**config.mk**
```make
export PLATFORM = sky130hd
export DESIGN_NAME = unidad_acceso_mem
export DESIGN_NICKNAME = d
export VERILOG_FILES = /design/src/rtl/unidad_acceso_mem_pkg.sv /design/src/rtl/alineador_bytes.sv /design/src/rtl/unidad_acceso_mem.sv
export SDC_FILE = /design/constraint.sdc
export NUM_CORES = 1
export LEC_CHECK = 0
export BUFFER_PORTS_ARGS = -buffer_cell sky130_fd_sc_hd__buf_2
export CAP_MARGIN = 20
export CORE_MARGIN = 8
export CORE_UTILIZATION = 30
export CTS_CLUSTER_SIZE = 28
export DETAILED_ROUTE_END_ITERATION = 10
export GPL_ROUTABILITY_DRIVEN = 0
export PLACE_DENSITY = 0.57
export SETUP_SLACK_MARGIN = 0.15
export SYNTH_ARGS = -nofsm -noshare
export SYNTH_HDL_FRONTEND = slang
export SYNTH_SLANG_ARGS = --single-unit
```
**constraint.sdc**
```tcl
create_clock -name clk -period 3.7 [get_ports clk]
set_input_delay 0.37 -clock clk [delete_from_list [all_inputs] [get_ports clk]]
set_output_delay 0.37 -clock clk [all_outputs]
set_load 0.01 [all_outputs]
```
**src/rtl/unidad_acceso_mem_pkg.sv**
```systemverilog
// Shared definitions for the load/store access controller: size codes, FSM states
// and the alignment legality check.
package unidad_acceso_mem_pkg;

    localparam logic [1:0] SZ_BYTE   = 2'b00;
    localparam logic [1:0] SZ_HALF   = 2'b01;
    localparam logic [1:0] SZ_WORD   = 2'b10;
    localparam logic [1:0] SZ_ILEGAL = 2'b11;

    typedef enum logic [1:0] {
        StIdle   = 2'b00,
        StAccess = 2'b01,
        StResp   = 2'b10
    } state_t;

    // An access that must be answered with an error without touching memory.
    function automatic logic acceso_invalido(input logic [1:0] size, input logic [1:0] addr_lo);
        logic invalido;
        invalido = 1'b0;
        if (size == SZ_ILEGAL) invalido = 1'b1;
        else if (size == SZ_HALF && addr_lo[0]) invalido = 1'b1;
        else if (size == SZ_WORD && addr_lo != 2'b00) invalido = 1'b1;
        return invalido;
    endfunction

endpackage

```
**src/rtl/alineador_bytes.sv**
```systemverilog
// Byte-lane steering: byte enables, store-data replication and load right-alignment.
module alineador_bytes
    import unidad_acceso_mem_pkg::*;
(
    input  logic [1:0]  addr,
    input  logic [1:0]  size,
    input  logic [31:0] wdata,
    input  logic [31:0] rdata,
    output logic [3:0]  be,
    output logic [31:0] wdata_rep,
    output logic [31:0] rdata_alin
);

    always_comb begin
        be        = 4'b1111;
        wdata_rep = wdata;
        case (size)
            SZ_BYTE: begin
                be        = 4'b0001 << addr;
                wdata_rep = {4{wdata[7:0]}};
            end
            SZ_HALF: begin
                be        = 4'b0011 << addr;
                wdata_rep = {2{wdata[15:0]}};
            end
            default: begin
                be        = 4'b1111;
                wdata_rep = wdata;
            end
        endcase
    end

    // Zero-filled shift; sign/zero extension is done downstream by the trimmer.
    assign rdata_alin = rdata >> {addr, 3'b000};

endmodule

```
**src/rtl/unidad_acceso_mem.sv**
```systemverilog
// Load/store access controller: issues word-aligned memory requests with byte enables,
// times out stalled accesses and returns right-aligned load data.
module unidad_acceso_mem
    import unidad_acceso_mem_pkg::*;
#(
    parameter int unsigned TIMEOUT_CYCLES = 16,
    parameter int unsigned CNT_W          = 5
) (
    input  logic        clk,
    input  logic        rst_n,
    input  logic        req_valid,
    output logic        req_ready,
    input  logic        req_we,
    input  logic [31:0] req_addr,
    input  logic [1:0]  req_size,
    input  logic [31:0] req_wdata,
    output logic        mem_req,
    output logic        mem_we,
    output logic [31:0] mem_addr,
    output logic [3:0]  mem_be,
    output logic [31:0] mem_wdata,
    input  logic        mem_ack,
    input  logic [31:0] mem_rdata,
    output logic        rsp_valid,
    output logic [31:0] rsp_rdata,
    output logic [1:0]  rsp_size,
    output logic        rsp_err
);

    state_t           state;
    logic [1:0]       addr_lo_q;
    logic [1:0]       size_q;
    logic [CNT_W-1:0] cnt;

    logic [1:0]  al_addr;
    logic [1:0]  al_size;
    logic [3:0]  al_be;
    logic [31:0] al_wdata;
    logic [31:0] al_rdata;

    // Steer the aligner from the live request while idle, from the captured one afterwards.
    always_comb begin
        al_addr = addr_lo_q;
        al_size = size_q;
        if (state == StIdle) begin
            al_addr = req_addr[1:0];
            al_size = req_size;
        end
    end

    alineador_bytes u_alineador (
        .addr       (al_addr),
        .size       (al_size),
        .wdata      (req_wdata),
        .rdata      (mem_rdata),
        .be         (al_be),
        .wdata_rep  (al_wdata),
        .rdata_alin (al_rdata)
    );

    assign req_ready = (state == StIdle);

    always_ff @(posedge clk or negedge rst_n) begin
        if (!rst_n) begin
            state     <= StIdle;
            addr_lo_q <= 2'b00;
            size_q    <= 2'b00;
            cnt       <= '0;
            mem_req   <= 1'b0;
            mem_we    <= 1'b0;
            mem_addr  <= 32'h0;
            mem_be    <= 4'h0;
            mem_wdata <= 32'h0;
            rsp_valid <= 1'b0;
            rsp_rdata <= 32'h0;
            rsp_size  <= 2'b00;
            rsp_err   <= 1'b0;
        end else begin
            case (state)
                StIdle: begin
                    rsp_valid <= 1'b0;
                    if (req_valid) begin
                        addr_lo_q <= req_addr[1:0];
                        size_q    <= req_size;
                        if (acceso_invalido(req_size, req_addr[1:0])) begin
                            state     <= StResp;
                            rsp_valid <= 1'b1;
                            rsp_err   <= 1'b1;
                            rsp_rdata <= 32'h0;
                            rsp_size  <= req_size;
                        end else begin
                            state     <= StAccess;
                            cnt       <= '0;
                            mem_req   <= 1'b1;
                            mem_we    <= req_we;
                            mem_addr  <= {req_addr[31:2], 2'b00};
                            mem_be    <= al_be;
                            mem_wdata <= al_wdata;
                        end
                    end
                end
                StAccess: begin
                    // Ack takes priority over a timeout landing in the same cycle.
                    if (mem_ack) begin
                        state     <= StResp;
                        mem_req   <= 1'b0;
                        mem_we    <= 1'b0;
                        rsp_valid <= 1'b1;
                        rsp_err   <= 1'b0;
                        rsp_size  <= size_q;
                        rsp_rdata <= mem_we ? 32'h0 : al_rdata;
                    end else if (cnt == CNT_W'(TIMEOUT_CYCLES - 1)) begin
                        state     <= StResp;
                        mem_req   <= 1'b0;
                        mem_we    <= 1'b0;
                        rsp_valid <= 1'b1;
                        rsp_err   <= 1'b1;
                        rsp_size  <= size_q;
                        rsp_rdata <= 32'h0;
                    end else begin
                        cnt <= cnt + CNT_W'(1);
                    end
                end
                StResp: begin
                    rsp_valid <= 1'b0;
                    state     <= StIdle;
                end
                default: begin
                    rsp_valid <= 1'b0;
                    mem_req   <= 1'b0;
                    state     <= StIdle;
                end
            endcase
        end
    end

endmodule

```
# Word-level counts from Yosys, hierarchy flattened
# Cells that the tools add are included.
dict set report word_totals {
  wordCells 92
  in_bits 103
  register_bits 115
}
dict set report op_classes {
  n_mux 47
  reduce_logical 13
  shift 3
  bitwise 2
  add_sub_neg 1
  eq_ne 13
}
# cell count
set op_table {}
lappend op_table {{$mux W32} 5}
lappend op_table {{$pmux W32 S2} 2}
lappend op_table {{$shr A32 B5 Y32} 1}
lappend op_table {{$mux W2} 10}
lappend op_table {{$mux W5} 4}
lappend op_table {{$mux W1} 18}
lappend op_table {{$reduce_and A4 Y1} 3}
lappend op_table {{$pmux W5 S2} 1}
lappend op_table {{$ne A2 B2 Y1 const B} 4}
lappend op_table {{$pmux W2 S2} 2}
lappend op_table {{$pmux W4 S2} 1}
lappend op_table {{$eq A2 B1 Y1 const B} 3}
lappend op_table {{$eq A2 B2 Y1 const B} 3}
lappend op_table {{$pmux W1 S2} 3}
lappend op_table {{$add A5 B1 Y5 const B} 1}
lappend op_table {{$eq A5 B4 Y1 const B} 1}
lappend op_table {{$reduce_and A5 Y1} 1}
lappend op_table {{$logic_not A2 Y1} 2}
lappend op_table {{$reduce_and A2 Y1} 2}
lappend op_table {{$reduce_bool A2 Y1} 2}
lappend op_table {{$shl A1 B2 Y4 const A} 1}
lappend op_table {{$shl A2 B2 Y4 const A} 1}
lappend op_table {{$ne A3 B3 Y1 const B} 1}
lappend op_table {{$pmux W1 S3} 1}
lappend op_table {{4 further kinds} 6}

# Logic depth before layout (Yosys ltp)
dict set report depth {
  depth_word 10
  ltp_mapped 8
  depth_no_buf 7
}

# Hierarchy
# Synthesis repeated with hierarchy kept, for this count alone.
dict set report hier_totals {
  hier_cells 416
  hier_area_um2 5462.7
}
# mod cells_each n_inst seq_area_each_um2 area_per_inst_um2
set by_module_without_submodules {}
lappend by_module_without_submodules {unidad_acceso_mem 291 1 2877.8 4433.0}
lappend by_module_without_submodules {alineador_bytes 125 1 0.0 1029.7}

# Worst setup path after synthesis
# No wires, ideal clock.
dict set report synth_path {
  path_kind {register -> register}
  from {register cnt[0]}
  to {register rsp_size[0]}
  setup_slack_ps 1731
  synth_period_minus_slack_ps 1969
  n_path_buf 1
  arrival_time_ps 1841
  stages_incl_launch_ff 8
  path_cell_list {dfrtp_1 ha_1 and3_1 ha_1 or2_2 a32oi_4 buf_2 o21ai_0}
}
dict set report synth_via {
  elab_chain_cells 3
}
# element line_no
set synth_lines {}
lappend synth_lines {{start: declaration} unidad_acceso_mem.sv:33} ;# logic [CNT_W-1:0] cnt;
lappend synth_lines {{start signal: assignment} unidad_acceso_mem.sv:121} ;# cnt <= cnt + CNT_W'(1);
lappend synth_lines {{$eq A5 B4 Y1} unidad_acceso_mem.sv:112} ;# end else if (cnt == CNT_W'(TIMEOUT_CYCLES - 1)) begin
lappend synth_lines {{$ne A3 B3 Y1 (no source line)} n/a}
lappend synth_lines {{$reduce_and A4 Y1 (no source line)} n/a}
lappend synth_lines {{end signal: assignment} unidad_acceso_mem.sv:90} ;# rsp_size <= req_size;
lappend synth_lines {{end signal: assignment} unidad_acceso_mem.sv:110} ;# rsp_size <= size_q;
lappend synth_lines {{end signal: assignment} unidad_acceso_mem.sv:118} ;# rsp_size <= size_q;
lappend synth_lines {{end: declaration} unidad_acceso_mem.sv:26} ;# output logic [1:0] rsp_size,
# No other way between the ends.
# A chain may end at the register's enable or synchronous reset.

# Worst setup path after layout
dict set report layout_path {
  from {register cnt[0]}
  to {register rsp_rdata[2]}
}
dict set report layout_via {
  elab_chain_cells 3
}
# element line_no
set layout_lines {}
lappend layout_lines {{$eq A5 B4 Y1} unidad_acceso_mem.sv:112}
lappend layout_lines {{$ne A3 B3 Y1 (no source line)} n/a}
lappend layout_lines {{$reduce_and A4 Y1 (no source line)} n/a}
lappend layout_lines {{end signal: assignment} unidad_acceso_mem.sv:111} ;# rsp_rdata <= mem_we ? 32'h0 : al_rdata;
lappend layout_lines {{end: declaration} unidad_acceso_mem.sv:25} ;# output logic [31:0] rsp_rdata,
# No other way between the ends.

==> key figures <==
Yosys
  • YS warnings: 0
  • Share of the synthesized area in the top cell type: 0.562
  • Synthesized flop and latch total: 115
  • Count leader, synth: nand2_1
  • Most instantiated cells after synthesis: nand2_1 (185), dfrtp_1 (115), nor2_1 (34), mux2i_1 (29), o21ai_0 (20)
  • Post-synth EDFFs: 0
  • Main synth FF type: dfrtp_1
  • Post-Syn Instances: between 500 and 600
  • Register area share after synthesis: 0.562
  • Syn avg cell area: between 9 and 10 um^2
  • Synth area leaders: dfrtp_1 (56%), nand2_1 (14%), mux2i_1 (5.7%), o221ai_1 (2.7%), nor2_1 (2.5%)
  • Top cell type by total area after synthesis: dfrtp_1
  • Post-synth ARST share: 1.00
  • Synthesized area: a little over 5000 um^2
  • Cell variety after synth: 44

Floorplanning
  • Placeable Area: between 15000 and 20000 um^2
  • Starting Density: 0.307
  • Die footprint: 21500 um^2
  • Die H: about 150 um
  • Row cnt: 47
  • Die Wd: 147 um
  • I/O pin cnt: 210

Power and ir drop
  • PwrDens: approximately 740 nW/um^2
  • Leakage: roughly 3.7 nW
  • Peak supply drop: a little over 0.0003 V

Worst setup path
  • Worst r2r path cells: 8
  • Crit path max fanout: 22
  • Worst endpoint required time: between 4 and 5 ns
  • Critical path class: flop to flop
  • CP arrival: between 2 and 3 ns
  • Crit end category: flop
  • CP startpoint kind: flop

Final layout
  • Share of layout cells above drive strength 1: 0.340
  • Final net count: around 840
  • Diode count: 0
  • Design Area, Final: ~7000 um^2
  • Area growth syn-to-layout: 36.0%

GRT
  • Gr ovfl total: 0
  • Initial antenna violation count: 1
  • First-pass GRT wire length: ~26000 um
  • GRT Total Usage: 0.154
  • Vias in the first global route: between 4000 and 5000
  • Largest net degree at the start of global routing: 62

Job
  • Max-Cap Viols: 0

Route
  • Routed WL: approximately 16000 um
  • Router iterations before antenna repair: 4
  • Post-route ant nets: 0
  • Vias: about 4500
  • 1st-iter DRT viols: about 210
  • Wirelength per Cell: between 15 and 20 um
  • DRC errors left: 0
  • Vias per cell: between 4 and 5

Timing
  • Clock Skew: around 0.0062 ns
  • Period utilisation layout: 0.674
  • Fmax: 401 MHz
  • Worst slew pin tran: slightly above 1 ns
  • Relative slew slack: 0.302
  • Min Tclk post-route: 2.49 ns
  • Sum of negative setup slack: 0 ns
  • Pins Over Slew Limit: 0
  • RSZ-0062 raised after global routing: false
  • Fin. Hold Viols: 0
  • Final setup fails: 0

Hold path
  • Worst hold path type: input port to asynchronous set/reset pin

Status
  • Status: finished clean

Clocking
  • CTS clk-pin slew, worst paths: approximately 0.05 ns
  • Clock latency at the later pin of the worst-skew pair: approximately 0.41 ns
  • CTS H-tree depth: 4
  • Clock root buffer: clkbuf_16
  • CTS tree: built
  • Cts bufs inserted: 17
  • CTS sink cnt: between 100 and 150
  • Cts hold-fix bufs: 0
  • Clock tree buffer depth: 2
  • Post-CTS Resized: 0
  • Post-CTS Setup Bufs: 0

Placed design
  • Post-Place Cell Area: around 6400 um^2
  • I/O Buffers: 207
  • Post-DP HPWL: around 12000 um
power by group:
part | switching [W] | total [W] | leakage (nW) | internal [W]
combinational | 0.000916 | 0.00157 | 1.97 | 0.000652
sequential | 0.000250 | 0.00193 | 1.44 | 0.00168
clock | 0.000576 | 0.00168 | 0.298 | 0.00110
cell usage in the layout, fill, tap and decap left out, types with 3 or more instances in the layout:
master	Yosys	layout
nand3_1	3	3
nor2_1	34	34
dfrtp_1	115	115
buf_4	6	10
nor3b_1	3	3
bufinv_16	0	3
mux2i_1	29	29
a21oi_1	19	19
inv_1	13	13
clkbuf_16	0	17
a22oi_1	8	8
a22o_1	8	8
clkbuf_8	0	3
buf_2	14	206
o21ai_0	20	20
a31oi_1	16	16
o221ai_1	16	16
nand2_1	185	185
clkinv_2	0	5
cell families after synthesis:
| family | count (synthesis) | share of synthesized area |
|---|---|---|
| AO/OA/AOI/OAI | 98 | 0.133 |
| XOR/XNOR | 2 | 0.00342 |
| adder cells (fa/ha/maj) | 2 | 0.00489 |
| buffers and inverters | 44 | 0.0430 |
| flip-flops | 115 | 0.562 |
| multiplexers | 32 | 0.0638 |
| other | 1 | 0.000733 |
| AND/OR/NAND/NOR | 239 | 0.189 |
registers in the layout, summed over array words and instances (netlist names):
signal,count
mem_req,1
mem_be,4
state,2
addr_lo_q,2
mem_wdata,32
size_q,2
cnt,5
rsp_rdata,32
rsp_size,2
rsp_valid,1
rsp_err,1
mem_addr,30
mem_we,1
area by class of cell:
class | count | area, um^2
fill | 1695 | 9680
sequential | 115 | 2880
multi-input combinational | 375 | 2030
timing repair buffer | 217 | 1130
clock buffer | 21 | 470
tap | 220 | 275
clock inverter | 10 | 131
inverter | 13 | 48.8
through the flow:
stage	utilization	setup WS, ns	cells	hold slack [ns]	total power [W]
3_5_place_dp	0.382	1.22	940	0.457	0.00355
2_1_floorplan	-	1.73	534	0.0744	0.00281
6_report	0.418	1.21	971	0.0334	0.00518
4_1_cts	0.418	1.19	971	0.0336	0.00527
3_3_place_gp	0.382	1.26	940	0.453	0.00353
5_1_grt	0.418	1.05	971	0.0624	0.00554
per-layer routing:
metal  routed length, um  part of all wire  vias to the layer above  GRT usage
li1                    -                 -                     2220          -
met1                7470              0.45                     2158      0.189
met2                7560              0.46                      154      0.244
met3                1280             0.078                       13     0.0643
met4                 134            0.0081                        2     0.0417
met5                  13           0.00079                        -          0
final timing paths:
path	from	endpoint	slack (ns)
worst max-delay path	cnt[0]	rsp_rdata[2]	1.21
worst min-delay path	rst_n	mem_addr[27]	0.03
worst max register to register	cnt[0]	rsp_rdata[2]	1.21
worst min register to register	mem_addr[27]	mem_addr[27]	0.47
max in group asynchronous	rst_n	mem_be[1]	2.88
min in group clk	req_addr[25]	mem_addr[25]	0.15
critical path: stages, from the launching register on:
cell and delay, ns:
dfrtp_1 0.40, ha_1 0.22, and3_1 0.18, ha_1 0.20, or2_2 0.30, a32oi_4 0.61
buf_4 0.33, nand2_1 0.08, o221ai_1 0.07
Power figures use the tool's default switching activity.
